$ cat src/rtl/viterbi_ber_monitor.sv
// viterbi_ber_monitor
// Bit-error-rate monitor placed after the Viterbi decoder. Every information
// bit entering the encoder is stored in a reference FIFO. Each decoded bit pops
// one reference bit and compares it with the decoded bit. The first SKIP_BITS
// pops after start/clear cover the decoder warm-up and are discarded. After that
// the monitor counts compared bits and mismatches, both saturating.
//
// Optional build macro BER_BURST_EN adds max_burst_o, the longest run of
// consecutive mismatches seen in TRACK (saturates at 255).
//
// state    | meaning
// ---------+------------------------------------------------------------
// IDLE (0) | waiting for the first successful pop after reset/clear
// SKIP (1) | decoder warm-up, pops are consumed but not compared
// TRACK(2) | every successful pop is compared and counted

module viterbi_ber_monitor #(
   parameter int DEPTH     = 64,
   parameter int CNT_W     = 16,
   parameter int SKIP_BITS = 8
) (
   input  logic                     clk,
   input  logic                     rst,
   input  logic                     ref_bit_i,
   input  logic                     ref_valid_i,
   input  logic                     dec_bit_i,
   input  logic                     dec_valid_i,
   input  logic                     clear_i,
   output logic [1:0]               state_o,
   output logic                     err_o,
   output logic [CNT_W-1:0]         bit_cnt_o,
   output logic [CNT_W-1:0]         err_cnt_o,
   output logic [$clog2(DEPTH):0]   fifo_level_o,
   output logic                     overflow_o,
   output logic                     underflow_o
`ifdef BER_BURST_EN
   ,
   output logic [7:0]               max_burst_o
`endif
);

   localparam int PTR_W  = $clog2(DEPTH);
   localparam int LVL_W  = PTR_W + 1;
   localparam int SKIP_W = $clog2(SKIP_BITS + 2);

   localparam logic [1:0] ST_IDLE  = 2'd0;
   localparam logic [1:0] ST_SKIP  = 2'd1;
   localparam logic [1:0] ST_TRACK = 2'd2;

   // skip_cnt holds the number of warm-up pops already taken, so the pop that
   // sees this value is the last one discarded
   localparam logic [SKIP_W-1:0] SKIP_LAST = SKIP_W'((SKIP_BITS > 0) ? SKIP_BITS - 1 : 0);
   localparam logic [LVL_W-1:0]  LVL_FULL  = LVL_W'(DEPTH);
   localparam logic [CNT_W-1:0]  CNT_MAX   = '1;

   logic              mem_q [DEPTH];

   logic [PTR_W-1:0]  wr_ptr_q, wr_ptr_d;
   logic [PTR_W-1:0]  rd_ptr_q, rd_ptr_d;
   logic [LVL_W-1:0]  level_q, level_d;

   logic [1:0]        state_q, state_d;
   logic [SKIP_W-1:0] skip_cnt_q, skip_cnt_d;

   logic              err_q, err_d;
   logic [CNT_W-1:0]  bit_cnt_q, bit_cnt_d;
   logic [CNT_W-1:0]  err_cnt_q, err_cnt_d;
   logic              ovf_q, ovf_d;
   logic              unf_q, unf_d;

   logic              full, empty, push, pop;
   logic              ref_bit, mismatch, count_en;

`ifdef BER_BURST_EN
   logic [7:0]        run_q, run_d;
   logic [7:0]        max_burst_q, max_burst_d;
   logic [7:0]        run_next;
`endif

   // FIFO handshake and pointer/occupancy next values; a pop on a full FIFO
   // frees the slot for a push in the same cycle, an empty FIFO never bypasses
   always_comb begin
      full     = (level_q == LVL_FULL);
      empty    = (level_q == '0);
      pop      = dec_valid_i && !empty;
      push     = ref_valid_i && (!full || pop);
      ref_bit  = mem_q[rd_ptr_q];
      mismatch = ref_bit ^ dec_bit_i;
      wr_ptr_d = push ? wr_ptr_q + 1'b1 : wr_ptr_q;
      rd_ptr_d = pop  ? rd_ptr_q + 1'b1 : rd_ptr_q;
      level_d  = level_q;
      if (push && !pop) begin
         level_d = level_q + 1'b1;
      end else if (pop && !push) begin
         level_d = level_q - 1'b1;
      end
   end

   // Reference bit storage; contents are meaningless once the pointers reset
   always_ff @(posedge clk) begin
      if (push) begin
         mem_q[wr_ptr_q] <= ref_bit_i;
      end
   end

   // FSM state register
   always_ff @(posedge clk or posedge rst) begin
      if (rst) begin
         state_q    <= ST_IDLE;
         skip_cnt_q <= '0;
      end else begin
         state_q    <= state_d;
         skip_cnt_q <= skip_cnt_d;
      end
   end

   // FSM next state: only successful pops advance the warm-up sequence
   always_comb begin
      state_d    = state_q;
      skip_cnt_d = skip_cnt_q;
      if (clear_i) begin
         state_d    = ST_IDLE;
         skip_cnt_d = '0;
      end else if (pop) begin
         case (state_q)
            ST_IDLE: begin
               if (SKIP_BITS <= 1) begin
                  state_d = ST_TRACK;
               end else begin
                  state_d    = ST_SKIP;
                  skip_cnt_d = SKIP_W'(1);
               end
            end
            ST_SKIP: begin
               if (skip_cnt_q == SKIP_LAST) begin
                  state_d = ST_TRACK;
               end else begin
                  skip_cnt_d = skip_cnt_q + 1'b1;
               end
            end
            ST_TRACK: state_d = ST_TRACK;
            default:  state_d = ST_IDLE;
         endcase
      end
   end

   // FSM outputs and counter/flag next values; clear wins over counting
   always_comb begin
      count_en  = pop && !clear_i &&
                  ((state_q == ST_TRACK) || ((state_q == ST_IDLE) && (SKIP_BITS == 0)));
      err_d     = 1'b0;
      bit_cnt_d = bit_cnt_q;
      err_cnt_d = err_cnt_q;
      ovf_d     = ovf_q || (ref_valid_i && !push);
      unf_d     = unf_q || (dec_valid_i && empty);
      if (clear_i) begin
         bit_cnt_d = '0;
         err_cnt_d = '0;
         ovf_d     = 1'b0;
         unf_d     = 1'b0;
      end else if (count_en) begin
         if (bit_cnt_q != CNT_MAX) begin
            bit_cnt_d = bit_cnt_q + 1'b1;
         end
         if (mismatch) begin
            err_d = 1'b1;
            if (err_cnt_q != CNT_MAX) begin
               err_cnt_d = err_cnt_q + 1'b1;
            end
         end
      end
   end

`ifdef BER_BURST_EN
   // Burst tracking: run of consecutive counted mismatches and its maximum
   always_comb begin
      run_d       = run_q;
      max_burst_d = max_burst_q;
      run_next    = (run_q == 8'hFF) ? run_q : run_q + 8'd1;
      if (clear_i) begin
         run_d       = '0;
         max_burst_d = '0;
      end else if (count_en) begin
         if (mismatch) begin
            run_d = run_next;
            if (run_next > max_burst_q) begin
               max_burst_d = run_next;
            end
         end else begin
            run_d = '0;
         end
      end
   end

   // Burst registers
   always_ff @(posedge clk or posedge rst) begin
      if (rst) begin
         run_q       <= '0;
         max_burst_q <= '0;
      end else begin
         run_q       <= run_d;
         max_burst_q <= max_burst_d;
      end
   end

   // Burst output
   always_comb begin
      max_burst_o = max_burst_q;
   end
`endif

   // FIFO pointers, occupancy, counters and flags
   always_ff @(posedge clk or posedge rst) begin
      if (rst) begin
         wr_ptr_q  <= '0;
         rd_ptr_q  <= '0;
         level_q   <= '0;
         err_q     <= 1'b0;
         bit_cnt_q <= '0;
         err_cnt_q <= '0;
         ovf_q     <= 1'b0;
         unf_q     <= 1'b0;
      end else begin
         wr_ptr_q  <= wr_ptr_d;
         rd_ptr_q  <= rd_ptr_d;
         level_q   <= level_d;
         err_q     <= err_d;
         bit_cnt_q <= bit_cnt_d;
         err_cnt_q <= err_cnt_d;
         ovf_q     <= ovf_d;
         unf_q     <= unf_d;
      end
   end

   // Registered outputs
   always_comb begin
      state_o      = state_q;
      err_o        = err_q;
      bit_cnt_o    = bit_cnt_q;
      err_cnt_o    = err_cnt_q;
      fifo_level_o = level_q;
      overflow_o   = ovf_q;
      underflow_o  = unf_q;
   end

endmodule

$ cat config.mk
export PLATFORM = sky130hd
export DESIGN_NAME = viterbi_ber_monitor
export DESIGN_NICKNAME = d
export VERILOG_FILES = /design/src/rtl/viterbi_ber_monitor.sv
export SDC_FILE = /design/constraint.sdc
export NUM_CORES = 1
export LEC_CHECK = 0
export CAP_MARGIN = 20
export CORE_UTILIZATION = 65
export CTS_BUF_LIST = sky130_fd_sc_hd__clkbuf_4 sky130_fd_sc_hd__clkbuf_8
export CTS_CLUSTER_SIZE = 14
export DETAILED_ROUTE_END_ITERATION = 10
export PLACE_DENSITY = 0.88
export SKIP_CTS_REPAIR_TIMING = 1
export SYNTH_ARGS = -nofsm -noshare
export SYNTH_HDL_FRONTEND = slang
export SYNTH_SLANG_ARGS = --single-unit
$ cat constraint.sdc
create_clock -name clk -period 9.5 [get_ports clk]
set_input_delay 1.425 -clock clk [delete_from_list [all_inputs] [get_ports clk]]
set_output_delay 1.425 -clock clk [all_outputs]
set_load 0.02 [all_outputs]
### Word-level counts from Yosys, hierarchy flattened

Memories as Yosys holds them, arrays and structs flattened.
Index checks and enable logic that the tools add are counted.

* register bits: 60
* input bits: 7
* logic and storage cells: 80
* memories kept: 1
* memory bits (writable): 64

* bitwise gates (word level): 1
* reduce and logical (&&, ||, !) cells: 29
* add/subtract/negate cells: 7
* eq/ne operators: 8
* multiplexer cells: 24

Memory list
* mem_q: words 64, width 1, read ports 1, clocked after memory_dff 0, write ports 1, RTL line 56 `logic mem_q [DEPTH];`

Operators with widths (number)
* 2-to-1 mux 16 bit: 7
* adder 16 x 1 -> 16 bit (second input constant): 2
* != test 16 bit (second input constant): 2
* 2-to-1 mux 7 bit: 2
* adder 6 x 1 -> 6 bit (second input constant): 2
* 2-to-1 mux 4 bit: 3
* nonzero test 2 bit: 6
* logical AND 1 bit: 8
* case mux 4 bit (2 select lines): 1
* adder 7 x 1 -> 7 bit (second input constant): 1
* equality test 7 bit (second input constant): 1
* logical NOT 7 bit: 1
* 2-to-1 mux 1 bit: 7
* subtractor 7 x 1 -> 7 bit (second input constant): 1
* 2-to-1 mux 2 bit: 3
* != test 3 bit (second input constant): 2
* case mux 2 bit (3 select lines): 1
* AND reduction 3 bit: 2
* logical NOT 1 bit: 5
* adder 4 x 1 -> 4 bit (second input constant): 1
* equality test 4 x 3 -> 1 bit (second input constant): 1
* AND reduction 2 bit: 2
* logical OR 1 bit: 3
* nonzero test 3 bit: 1
* 4 further kinds: 4

### Depth between registers and ports, before layout

* word-level depth: 9
* gate-level depth with buffers: 15
* gate-level depth less buffers: 15

### Least setup slack after synthesis

No wires, ideal clock.

* path kind: input to register
* start point: input dec_valid_i
* end point: register level_q[6] (netlist: fifo_level_o[6])
* path slack: 5.851 ns
* library setup time: 0.123 ns
* data arrival time: 3.526 ns
* stages: 13
* path through: inv_1 > nor2_1 > inv_1 > ha_1 > inv_1 > ha_1 > a21o_1 > a21oi_1 > o21bai_1 > a21oi_1 > xnor2_1 > nor2_1 > xnor2_1

* longest elaborated chain between the ends: 6

Ends and longest elaborated chain
* start: declaration: RTL line 27 `input logic dec_valid_i,`
* logical AND 1 bit (*): RTL line 85 `pop = dec_valid_i && !empty;`
* logical OR 1 bit: RTL line 86 `push = ref_valid_i && (!full || pop);`
* logical AND 1 bit: RTL line 86
* logical NOT 1 bit: RTL line 94 `end else if (pop && !push) begin`
* logical AND 1 bit: RTL line 94
* nonzero test 2 bit (no source line)
* end signal: assignment: RTL line 226 `level_q <= level_d;`
* end: declaration: RTL line 60 `logic [LVL_W-1:0] level_q, level_d;`

Mark *: on every way between the ends. The rest lies on a longest branch, timed or not.
A chain may end at the register's enable or synchronous reset.

### Worst setup path in the final report

Ends and elaborated chain as after synthesis.

==> results.toml <==
[global_routing]
grt.overflow.total = 0
grt.total_usage = 0.2941
grt_pass1_vias = 4610
grt_pass1_wl_mm = 22.32
grt_busiest_layer = "met2"
grt_max_degree = 65
grtUsageMet2 = 0.4721
met1_usage = 0.3885
grt_antenna_before_repair = 0
grt_use_met3 = 0.05687

[clock_tree]
cts_buffers = 17
root_buffer = "clkbuf_8"
htreeDepth = 4
cts_tree = "built"
clock-sinks = 124
clk_latency_ns = 0.44
clk_pin_slew_ns = 0.07
clock_path_buffers = 2

[drt]
avgRoutedWirePerCell_um = 17.98
drc = 0
vias = 4692
via_per_inst = 6.182
ant_nets = 0
first_pass_iters = 5
drtIter0Drc = 488
drt_wl_total_mm = 13.65

[synthesis]
synth_area_leaders = "edfxtp_1, dfrtp_1, nor2_1"
synth-edff-count = 64
synth_cell_types = 64
synthTopCellsByCount = "nor2_1, edfxtp_1, dfrtp_1"
ys_seq_elements = 124
synthArstFlopShare = 0.4839
seq_area_frac_synth = 0.5429
yosysWarningCount = 0
synthCells = 568
synthMostInstantiatedCell = "nor2_1"
synth_ff_type = "edfxtp_1"
postSynthNetCount = 591
synth_top_cell_area_share = 0.3048
avgSynthCellArea_um2 = 11.10
synth.largest_area_cell = "edfxtp_1"
netlist_area_um2 = 6306

[placed_design]
gp_congestion = 0.8696
hpwl_mm = 8.933
io_buffers = 50
placed_area_um2 = 6884

[pwr]
power_density_nw_per_um2 = 238.5
pwr-share-seq = 0.418
p_sw_frac = 0.3548
peakVddDrop_mv = 0.1871
p_int_uw = 1122
p_switching_uw = 617.2
p_leak_uw = 0.002748
clockPowerShare = 0.262
p_comb_frac = 0.320

[worst_setup_path]
r2r_start = "fifo_level_o[0]"
critPathArrivalTime_ns = 4.65
required_ns = 9.82
path_max_fanout = 10
timing.rr.end = "fifo_level_o[6]"
ff2ff_path_depth = 15
crit_path_start_kind = "input port"
regToRegSetupSlack_ns = 5.80
end_kind = "flop"
crit_type = "in2reg"

[sta]
timing.final.hold_violations = 0
setup_violations = 0
drv_slew = 0
fmax_ghz = 0.2309
period_needed_ns = 4.331
fin_setup_tns_ns = 0
finalClockSkew_ns = 0.01005
worst_pin_slew_ns = 0.8125
period_share = 0.4559
slew_headroom = 0.4558
rsz0062_at_grt = "no"

[finish]
seq_area_um2 = 3423
syn2layout_area_growth_pct = 15.67
drive_gt1_frac = 0.1254
nFillCells = 552
multi_input_area_um2 = 2690
postLayoutCellArea_um2 = 7295
n_antenna_cell = 0
nets = 640

[worst_hold_path]
hold_start = "wr_ptr_q[2]"
hold_path_depth = 1
holdPathEnd = "wr_ptr_q[2]"
hp-class = "reg2reg"

[die]
fp-row-count = 35
die_area_um2 = 10100
design.core.area_um2 = 9328
io_pins = 51
die-height_um = 100.5
initial_core_util = 0.6761
die_w_um = 100.5

[run_status]
status = "finished clean"

[flow_run]
maxCapViolations = 0
## critical path: stages
cell and delay [ns]:
clkdlybuf4s50_1 0.52, inv_1 0.07, nor2_1 0.55, inv_1 0.20, ha_1 0.27, inv_1 0.21, ha_1 0.32, a21o_1 0.18
a21oi_1 0.23, o21bai_1 0.10, a21oi_1 0.20, xnor2_1 0.15, nor2_1 0.07, xnor2_1 0.14
## metal layers
metal / vias up / share of wire
met4: 0 / 0.027
met3: 33 / 0.071
li1: 2130 / -
met5: - / 0
met2: 248 / 0.50
met1: 2281 / 0.40
## registers in the layout, indices dropped and copies added, names as in the netlist
signal / count
underflow_o: 1
state_o: 2
mem_q: 64
err_cnt_o: 16
fifo_level_o: 7
wr_ptr_q: 6
err_o: 1
bit_cnt_o: 16
rd_ptr_q: 6
skip_cnt_q: 4
overflow_o: 1
## kinds of logic after synthesis
kind of cell,count (synthesis),synth area share
AND/OR/NAND/NOR,252,0.1907
flip-flops,124,0.5429
AO/OA/AOI/OAI,54,0.05913
buffers and inverters,47,0.03155
multiplexers,45,0.1012
XOR/XNOR,30,0.04167
adder cells (fa/ha/maj),16,0.03294
## final cells by class
cell class,count,area share
clock buffer,26,0.04648
clock inverter,6,0.008062
inverter,21,0.01081
multi-input combinational,397,0.3688
sequential,124,0.4693
tap,129,0.02213
timing repair buffer,56,0.07444
## through the flow
stage	worst slack, ns	hold WS, ns	std cells	util	total power, µW
final	5.169	0.5026	759	0.7820	1739
after global routing	4.997	0.5299	759	0.7820	1829
after CTS	5.205	0.5012	757	0.7807	1740
after detailed placement	4.816	0.4875	725	0.7380	1276
after global placement	5.038	0.4749	725	0.7380	1245
after floorplan	5.851	0.4586	568	-	1130
## cell usage in the layout, fill, tap and decap left out, types with 10 or more instances in the layout
master / count
a21oi_1: 11
clkbuf_8: 23
clkdlybuf4s50_1: 50
dfrtp_1: 60
edfxtp_1: 64
ha_1: 15
inv_1: 19
mux2_2: 21
mux2i_1: 12
nand2_1: 39
nand3_1: 27
nor2_1: 109
nor2b_1: 12
nor3_1: 10
nor4_1: 12
o21ai_0: 13
xnor2_1: 15
xor2_1: 15
## how the worst max path moves through the flow
stage | end | slack (ns) | depth (start not counted) | startpoint
final | fifo_level_o[6] | 5.17 | 14 | dec_valid_i
after global placement | fifo_level_o[6] | 5.04 | 14 | dec_valid_i
after floorplan | fifo_level_o[6] | 5.85 | 13 | dec_valid_i
after detailed placement | fifo_level_o[6] | 4.82 | 14 | dec_valid_i
after global routing | fifo_level_o[6] | 5.00 | 14 | dec_valid_i
after CTS | fifo_level_o[6] | 5.20 | 14 | dec_valid_i
## power groups by stage
stage	logic [µW]	clock network, µW	registers [µW]
after floorplan	437	0	692
after global placement	517	0	729
after detailed placement	543	0	733
after CTS	554	460	725
after global routing	604	487	738
final	557	455	727
Power figures use the tool's default switching activity.
